File: config.mk
export PLATFORM = sky130hd
export DESIGN_NAME = io_pwr_seq_ctrl
export DESIGN_NICKNAME = d
export VERILOG_FILES = /design/src/rtl/io_pwr_pkg.sv /design/src/rtl/io_sync2.sv /design/src/rtl/io_pwr_seq_ctrl.sv
export SDC_FILE = /design/constraint.sdc
export NUM_CORES = 1
export LEC_CHECK = 0
export ABC_AREA = 0
export CAP_MARGIN = 20
export CELL_PAD_IN_SITES_DETAIL_PLACEMENT = 1
export CELL_PAD_IN_SITES_GLOBAL_PLACEMENT = 1
export CORE_ASPECT_RATIO = 0.75
export CORE_MARGIN = 5
export CORE_UTILIZATION = 35
export DETAILED_ROUTE_END_ITERATION = 10
export GPL_TIMING_DRIVEN = 0
export PLACE_DENSITY_LB_ADDON = 0.05
export SLEW_MARGIN = 20
export SYNTH_ARGS = -nofsm -noshare
export SYNTH_HDL_FRONTEND = slang
export SYNTH_SLANG_ARGS = --single-unit
File: constraint.sdc
create_clock -name clk -period 1.5 [get_ports clk]
set_clock_uncertainty 0.05 [all_clocks]
set_input_delay 0.225 -clock clk [delete_from_list [all_inputs] [get_ports clk]]
set_output_delay 0.225 -clock clk [all_outputs]
set_load 0.02 [all_outputs]
File: src/rtl/io_pwr_pkg.sv
// io_pwr_pkg: shared state encodings and sizing helpers
// for the IO-ring power sequencer.
package io_pwr_pkg;

    localparam logic [2:0] S_OFF      = 3'd0;
    localparam logic [2:0] S_DEBOUNCE = 3'd1;
    localparam logic [2:0] S_SETTLE   = 3'd2;
    localparam logic [2:0] S_ON       = 3'd3;
    localparam logic [2:0] S_FAULT    = 3'd4;
    localparam logic [2:0] S_LOCK     = 3'd5;

    typedef enum logic [2:0] {
        ST_OFF      = S_OFF,
        ST_DEBOUNCE = S_DEBOUNCE,
        ST_SETTLE   = S_SETTLE,
        ST_ON       = S_ON,
        ST_FAULT    = S_FAULT,
        ST_LOCK     = S_LOCK
    } pwr_state_e;

    // Width able to hold the largest of the given counts.
    function automatic int cnt_width(input int a, input int b,
                                     input int c, input int d);
        int m;
        m = a;
        if (b > m) m = b;
        if (c > m) m = c;
        if (d > m) m = d;
        if (m < 1) m = 1;
        return $clog2(m + 1);
    endfunction

endpackage

File: src/rtl/io_sync2.sv
// io_sync2: two-flop synchroniser for asynchronous pad-ring
// levels; both stages reset low.
module io_sync2
    import io_pwr_pkg::*;
(
    input  logic clk,
    input  logic rst,
    input  logic d_i,
    output logic q_o
);

    logic s1_q;
    logic s2_q;

    // Two-stage capture of the asynchronous level.
    always_ff @(posedge clk) begin
        if (rst) begin
            s1_q <= 1'b0;
            s2_q <= 1'b0;
        end else begin
            s1_q <= d_i;
            s2_q <= s1_q;
        end
    end

    assign q_o = s2_q;

endmodule

File: src/rtl/io_pwr_seq_ctrl.sv
// io_pwr_seq_ctrl: debounced IO pad enable sequencer.
// Optional auto-retry / LOCK behaviour: IO_PWR_SEQ_RETRY_EN.
module io_pwr_seq_ctrl
    import io_pwr_pkg::*;
#(
    parameter int DEB_CYC    = 16,
    parameter int SETTLE_CYC = 64,
    parameter int RETRY_CYC  = 256,
    parameter int MAX_RETRY  = 3
) (
    input  logic       clk,
    input  logic       rst,
    input  logic       vsup_ok,
    input  logic       fault_clr,
    output logic       pad_ie,
    output logic       pad_oe_en,
    output logic       pwr_good,
    output logic       fault,
    output logic [2:0] state_o
);

    localparam int CW =
        cnt_width(DEB_CYC, SETTLE_CYC, RETRY_CYC, MAX_RETRY);

    // OFF counts as the first high cycle, so DEBOUNCE
    // needs DEB_CYC-1 more, the last of which exits.
    localparam logic [CW-1:0] DEB_LAST =
        CW'((DEB_CYC >= 2) ? DEB_CYC - 2 : 0);
    localparam logic [CW-1:0] SET_LAST = CW'(SETTLE_CYC - 1);

    logic          vs_sync;
    pwr_state_e    state_q, state_d;
    logic [CW-1:0] cnt_q, cnt_d, cnt_inc;
    logic          fault_q, fault_d;
    logic          ie_q, oe_q, pg_q;

`ifdef IO_PWR_SEQ_RETRY_EN
    localparam int RW = cnt_width(MAX_RETRY, 0, 0, 0);
    localparam logic [CW-1:0] RTY_LAST = CW'(RETRY_CYC - 1);
    localparam logic [RW-1:0] RTY_MAX  = RW'(MAX_RETRY);
    logic [RW-1:0] retry_q, retry_d;
`endif

    io_sync2 u_vs_sync (
        .clk (clk),
        .rst (rst),
        .d_i (vsup_ok),
        .q_o (vs_sync)
    );

    assign cnt_inc = (cnt_q == '1) ? cnt_q : cnt_q + CW'(1);

    // Next-state, counter and sticky fault logic.
    always_comb begin
        state_d = state_q;
        cnt_d   = cnt_q;
        fault_d = fault_q;
`ifdef IO_PWR_SEQ_RETRY_EN
        retry_d = retry_q;
`endif
        if (fault_clr) fault_d = 1'b0;
        unique case (state_q)
            ST_OFF: begin
                cnt_d = '0;
                if (vs_sync)
                    state_d = (DEB_CYC == 1) ? ST_SETTLE : ST_DEBOUNCE;
            end
            ST_DEBOUNCE: begin
                if (!vs_sync) begin
                    state_d = ST_OFF;
                    cnt_d   = '0;
                end else if (cnt_q >= DEB_LAST) begin
                    state_d = ST_SETTLE;
                    cnt_d   = '0;
                end else begin
                    cnt_d = cnt_inc;
                end
            end
            ST_SETTLE, ST_ON: begin
                if (!vs_sync) begin
                    fault_d = 1'b1;
                    cnt_d   = '0;
`ifdef IO_PWR_SEQ_RETRY_EN
                    state_d = (retry_q == RTY_MAX) ? ST_LOCK : ST_FAULT;
`else
                    state_d = ST_FAULT;
`endif
                end else if (state_q == ST_SETTLE) begin
                    if (cnt_q >= SET_LAST) begin
                        state_d = ST_ON;
                        cnt_d   = '0;
                    end else begin
                        cnt_d = cnt_inc;
                    end
                end
            end
            ST_FAULT: begin
                if (fault_clr) begin
                    state_d = ST_OFF;
                    cnt_d   = '0;
                end
`ifdef IO_PWR_SEQ_RETRY_EN
                else if (cnt_q >= RTY_LAST) begin
                    state_d = ST_OFF;
                    cnt_d   = '0;
                    if (retry_q != '1) retry_d = retry_q + RW'(1);
                end else begin
                    cnt_d = cnt_inc;
                end
`endif
            end
`ifdef IO_PWR_SEQ_RETRY_EN
            ST_LOCK: begin
                if (fault_clr) begin
                    state_d = ST_OFF;
                    cnt_d   = '0;
                    retry_d = '0;
                end
            end
`endif
            default: begin
                state_d = ST_OFF;
                cnt_d   = '0;
            end
        endcase
    end

    // State, counters and Moore outputs registered together.
    always_ff @(posedge clk) begin
        if (rst) begin
            state_q <= ST_OFF;
            cnt_q   <= '0;
            fault_q <= 1'b0;
            ie_q    <= 1'b0;
            oe_q    <= 1'b0;
            pg_q    <= 1'b0;
        end else begin
            state_q <= state_d;
            cnt_q   <= cnt_d;
            fault_q <= fault_d;
            ie_q    <= (state_d == ST_SETTLE) || (state_d == ST_ON);
            oe_q    <= (state_d == ST_ON);
            pg_q    <= (state_d == ST_ON);
        end
    end

`ifdef IO_PWR_SEQ_RETRY_EN
    // Auto-retry count, cleared only by reset or LOCK release.
    always_ff @(posedge clk) begin
        if (rst) retry_q <= '0;
        else     retry_q <= retry_d;
    end
`endif

    assign pad_ie    = ie_q;
    assign pad_oe_en = oe_q;
    assign pwr_good  = pg_q;
    assign fault     = fault_q;
    assign state_o   = state_q;

endmodule

After elaboration in Yosys (flattened, before gate mapping)
Cells that the tools add are included.

operators by class
  shift-type cells = 0
  mux-type cells = 19
  order comparisons = 2
  equality and inequality tests = 9
  div/mod/pow operators = 0
  multiply operators = 0
  add/sub/neg operators = 1
  bitwise gates (word level) = 0
  reduce and logical (&&, ||, !) cells = 4

operators with widths
  cell                                                                count
  2-to-1 mux 9 bit                                                    7
  one-hot mux 9 bit (3 select lines)                                  1
  2-to-1 mux 3 bit                                                    7
  equality test 3 x 2 -> 1 bit (second input constant)                4
  one-hot mux 3 bit (4 select lines)                                  1
  adder 9 x 1 -> 9 bit (second input constant)                        1
  equality test 9 bit (second input constant)                         1
  greater-or-equal comparator 9 x 4 -> 1 bit (second input constant)  1
  greater-or-equal comparator 9 x 6 -> 1 bit (second input constant)  1
  equality test 3 x 1 -> 1 bit (second input constant)                1
  equality test 3 bit (second input constant)                         1
  logical NOT 3 bit                                                   1
  2-to-1 mux 1 bit                                                    3
  != test 3 bit (second input constant)                               1
  != test 2 bit (second input constant)                               1
  AND reduction 2 bit                                                 1
  OR reduction 2 bit                                                  1
  logical OR 1 bit                                                    1

word-level totals
  memory bits (read-only) = 0
  input bits = 4
  output and inout bits = 7
  latch bits = 0
  RAM bits = 0
  register bits after elaboration = 17
  memories kept = 0

Longest topological paths before layout
  depth after elaboration = 7
  gate-level depth with buffers = 7

Cells and area by module
A second synthesis with hierarchy kept.

second synthesis, totals
  cells, all modules = 98
  area, all modules = 905.9 sq um

by module, submodules not included
  module           cells an instance  sequential area each (sq um)  area each (sq um)  times used
  io_pwr_seq_ctrl  94                 300.3                         853.3              1
  io_sync2         4                  40.0                          52.6               1

Worst setup path before layout
Ideal clock, no wire load.

  kind = reg2reg
  start point = reg cnt_q[0]
  end point = reg cnt_q[3]
  period minus slack after synthesis = 1680 ps
  slack = -180 ps
  arrival time = 1527 ps
  library setup time = 103 ps
  path buffers = 0
  stages on the path, launching flop included = 8
  path through = dfxtp_1 inv_1 ha_1 o211ai_1 nand4_1 o21ai_2 a21oi_2 a2111oi_2

between the ends
  longest elaborated chain between the ends = 6

RTL lines
  what                                                         line                    RTL
  start: declaration                                           io_pwr_seq_ctrl.sv:33   logic [CW-1:0] cnt_q, cnt_d, cnt_inc;
  start signal: assignment                                     io_pwr_seq_ctrl.sv:139  cnt_q <= cnt_d;
  adder 9 x 1 -> 9 bit or equality test 9 bit (tied branches)  io_pwr_seq_ctrl.sv:51   assign cnt_inc = (cnt_q == '1) ? cnt_q : cnt_q + CW'(1);
  2-to-1 mux 9 bit                                             io_pwr_seq_ctrl.sv:51
  2-to-1 mux 9 bit                                             io_pwr_seq_ctrl.sv:89   if (cnt_q >= SET_LAST) begin
  2-to-1 mux 9 bit                                             io_pwr_seq_ctrl.sv:88   end else if (state_q == ST_SETTLE) begin
  2-to-1 mux 9 bit                                             io_pwr_seq_ctrl.sv:80   if (!vs_sync) begin
  one-hot mux 9 bit (3 select lines) *                         io_pwr_seq_ctrl.sv:62   unique case (state_q)

Every way passes the cells marked *; elsewhere a longest branch is shown, timed or not. The select of a mux whose other input is x is not followed.
A chain may end at the register's enable or synchronous reset.

Worst setup path after layout
  start point = reg cnt_q[0]
  end point = reg cnt_q[5]

Same word-level chain as after synthesis.

==> results.json <==
{
  "clock_latency_ps": 290,
  "drtIter0Drc": 16,
  "synth-seq-cells": 17,
  "cpPeakStageDelay_ps": 340,
  "grt_pass1_vias": 794,
  "routed_wl_mm": 2.29,
  "drc": 0,
  "regArea_um2": 354,
  "ant_nets": 0,
  "grt_util_all_layers": 0.148,
  "cts_hold_buf": 0,
  "drive_above_1_share": 0.405,
  "rr_worst_depth": 7,
  "cts_root_buf": "clkbuf_4",
  "max_freq_mhz": 601,
  "cts_sinks": 17,
  "gp_congestion": 0.758,
  "end_kind": "flop",
  "critPathTopFamily": "compound AO/OA/AOI/OAI gates",
  "grt_max_degree": 11,
  "r2r_slack_ps": -160,
  "cts.htree.levels": 1,
  "hold_depth": 1,
  "synthSimpleGateAreaFrac": 0.251,
  "syn_to_final_growth_pct": 45.6,
  "critPathLaunchType": "flop",
  "die_area_um2": 3410,
  "cts_buffer_depth": 2,
  "yosysWarningCount": 0,
  "cts_tree": "done",
  "path_buf_inv": 1,
  "mostFrequentLayoutCells": "11 x buf_4, 10 x nor2_1, 10 x dfxtp_1, 6 x dlygate4sd2_1, 5 x dfxtp_2",
  "worstHoldEndpoint": "u_vs_sync.q_o",
  "die_width_um": 65.8,
  "hold_ws_ps": 398,
  "hp-start": "u_vs_sync.s1_q",
  "power_leakage_nw": 0.443,
  "r2r-end": "cnt_q[5]",
  "tightest_slew_ps": 591,
  "fin_crit_ps": 1660,
  "pin_count": 11,
  "fillCellCount": 255,
  "clkTransAtPathRegs_ps": 100,
  "ir_drop_mv": 0.329,
  "layout.nets": 123,
  "seq_area_frac_synth": 0.416,
  "finalCritPeriodShare": 1.11,
  "synthXorXnorAreaFrac": 0,
  "viasPerCell": 5.19,
  "io_buffers": 10,
  "vias": 778,
  "diodes": 0,
  "crit_type": "flop to flop",
  "multi_input_area_um2": 526,
  "critPathMaxFanout": 3,
  "setup_viol": 8,
  "rows": 15,
  "grt_pass1_wl_mm": 3.82,
  "power.density_nw_per_um2": 613,
  "finalHoldViolCount": 0,
  "synth_nets": 97,
  "grtUsageMet3": 0.0432,
  "rsz0062_at_grt": "yes",
  "synthAdderAreaFrac": 0.0306,
  "grt-busiest-layer": "met2",
  "start_util": 0.360,
  "syn_area_um2": 818,
  "crit_path_top_delay_cell": "dfxtp_2",
  "die_height_um": 51.9,
  "slew_headroom": 0.606,
  "r2r_start": "cnt_q[0]",
  "synth_compound_area_frac": 0.222,
  "layout.cells.non_filler": 150,
  "synth_top_family_by_area": "simple AND/OR/NAND/NOR gates",
  "violations": "setup timing",
  "drt_pre_antenna_iters": 4,
  "dp_hpwl_mm": 1.49,
  "ys_types": 35,
  "status": "finished with violations",
  "fin_ws_ps": -163,
  "final_common_cell": "buf_4",
  "grt-ovfl-total": 0,
  "arrival_ps": 1850,
  "numCtsBuffers": 3,
  "grtUsageMet1": 0.182,
  "dp.cells": 135,
  "cp_cell_sequence": "inv_2, ha_4, o211ai_1, nand4_1, a21o_2, a21oi_4, a21boi_2",
  "syn_avg_cell_area_um2": 8.99,
  "antenna_found_initial": 0,
  "crit_required_ps": 1690,
  "slew_violations": 0,
  "wl_per_cell_um": 15.2,
  "hold_path.class": "flop to flop",
  "maxCapViolations": 0,
  "globalRouteMet2Util": 0.250,
  "cp.depth": 7,
  "synth_cells": 91,
  "coreArea_um2": 2270,
  "synthMuxAreaShare": 0.0245
}
Yosys cell counts:
library cell,count,area share
a2111oi_2,1,0.018
a211oi_1,1,0.0092
a21boi_0,1,0.0092
a21o_2,1,0.011
a21oi_1,6,0.037
a21oi_2,1,0.011
a22o_2,1,0.012
a31o_2,2,0.021
a31oi_1,3,0.023
and2_1,1,0.0077
and2b_2,1,0.011
and4_2,1,0.012
buf_2,1,0.0061
buf_4,1,0.0092
buf_6,1,0.014
clkbuf_1,1,0.0046
dfxtp_1,17,0.42
ha_1,2,0.031
inv_1,5,0.023
mux2i_1,2,0.024
nand2_1,4,0.018
nand2b_1,1,0.0077
nand3_1,2,0.012
nand4_1,4,0.031
nor2_1,11,0.050
nor2b_1,3,0.023
nor3_1,4,0.024
nor3b_1,1,0.0092
nor4_2,1,0.015
nor4b_4,1,0.029
o2111ai_1,1,0.011
o211ai_1,1,0.0092
o21a_1,1,0.0092
o21ai_0,5,0.031
o21ai_2,1,0.011
stage by stage:
stage          cell area, µm²  utilization  total power [mW]  TNS [ps]  worst slack, ps
6_report                 1190        0.525             0.730     -1010             -163
5_1_grt                  1190        0.525             0.765     -1730             -256
4_1_cts                  1110        0.490             0.745      -914             -147
3_5_place_dp              967        0.426             0.496     -2030             -276
3_3_place_gp              967        0.426             0.496     -1940             -289
2_1_floorplan             825            -             0.481     -31.6            -21.3
layout make-up:
type,count,share of cell area
clock buffer,4,0.0221
multi-input combinational,65,0.441
tap,34,0.0357
timing repair buffer,21,0.160
sequential,17,0.297
buffer,4,0.0284
inverter,5,0.0158
timing repair:
item / in CTS / in global routing
endpoints found under the setup margin: 15 / 14
pin swaps: 6 / 4
hold endpoints to repair: 0 / 0
setup buffers: 9 / 4
resized for setup: 20 / 13
cells by family (layout without fill, tap and decap cells):
kind of cell | after synthesis | after routing
and+or+nand+nor | 35 | 35
buffers and inverters | 9 | 34
muxes | 2 | 2
AOI/OAI and AO/OA | 26 | 26
adders and majority gates | 2 | 2
DFF | 17 | 17
worst reg2reg max path, stage by stage, from the launching register on:
cell and delay [ps]:
dfxtp_2 340, inv_2 50, ha_4 140, o211ai_1 230, nand4_1 230, a21o_2 270
a21oi_4 150, a21boi_2 170
state kept, by name, summed over array words and instances (netlist names):
register / count
cnt_q: 9
fault: 1
pad_ie: 1
pwr_good: 1
state_o: 3
u_vs_sync.q_o: 1
u_vs_sync.s1_q: 1
layer usage:
layer / vias to the layer above / wire length, µm / part of all wire
li1: 380 / - / -
met1: 384 / 1050 / 0.46
met2: 12 / 1140 / 0.50
met3: 2 / 94 / 0.041
met4: 0 / 8 / 0.0035
met5: - / 0 / 0
worst max-delay path by stage:
stage                          start        to  slack, ps
final                       cnt_q[0]  cnt_q[5]       -160
after global routing      state_o[1]  cnt_q[3]       -260
after CTS                   cnt_q[1]  cnt_q[5]       -150
after detailed placement   fault_clr  cnt_q[4]       -280
after global placement     fault_clr  cnt_q[4]       -290
after floorplan             cnt_q[0]  cnt_q[5]        -20
power breakdown:
| part | total (mW) | internal [mW] | switching (mW) |
|---|---|---|---|
| Clock | 0.245 | 0.103 | 0.142 |
| Combinational | 0.0313 | 0.0137 | 0.0176 |
| Sequential | 0.454 | 0.451 | 0.00335 |
No activity file was read; power rests on OpenSTA's default activity.
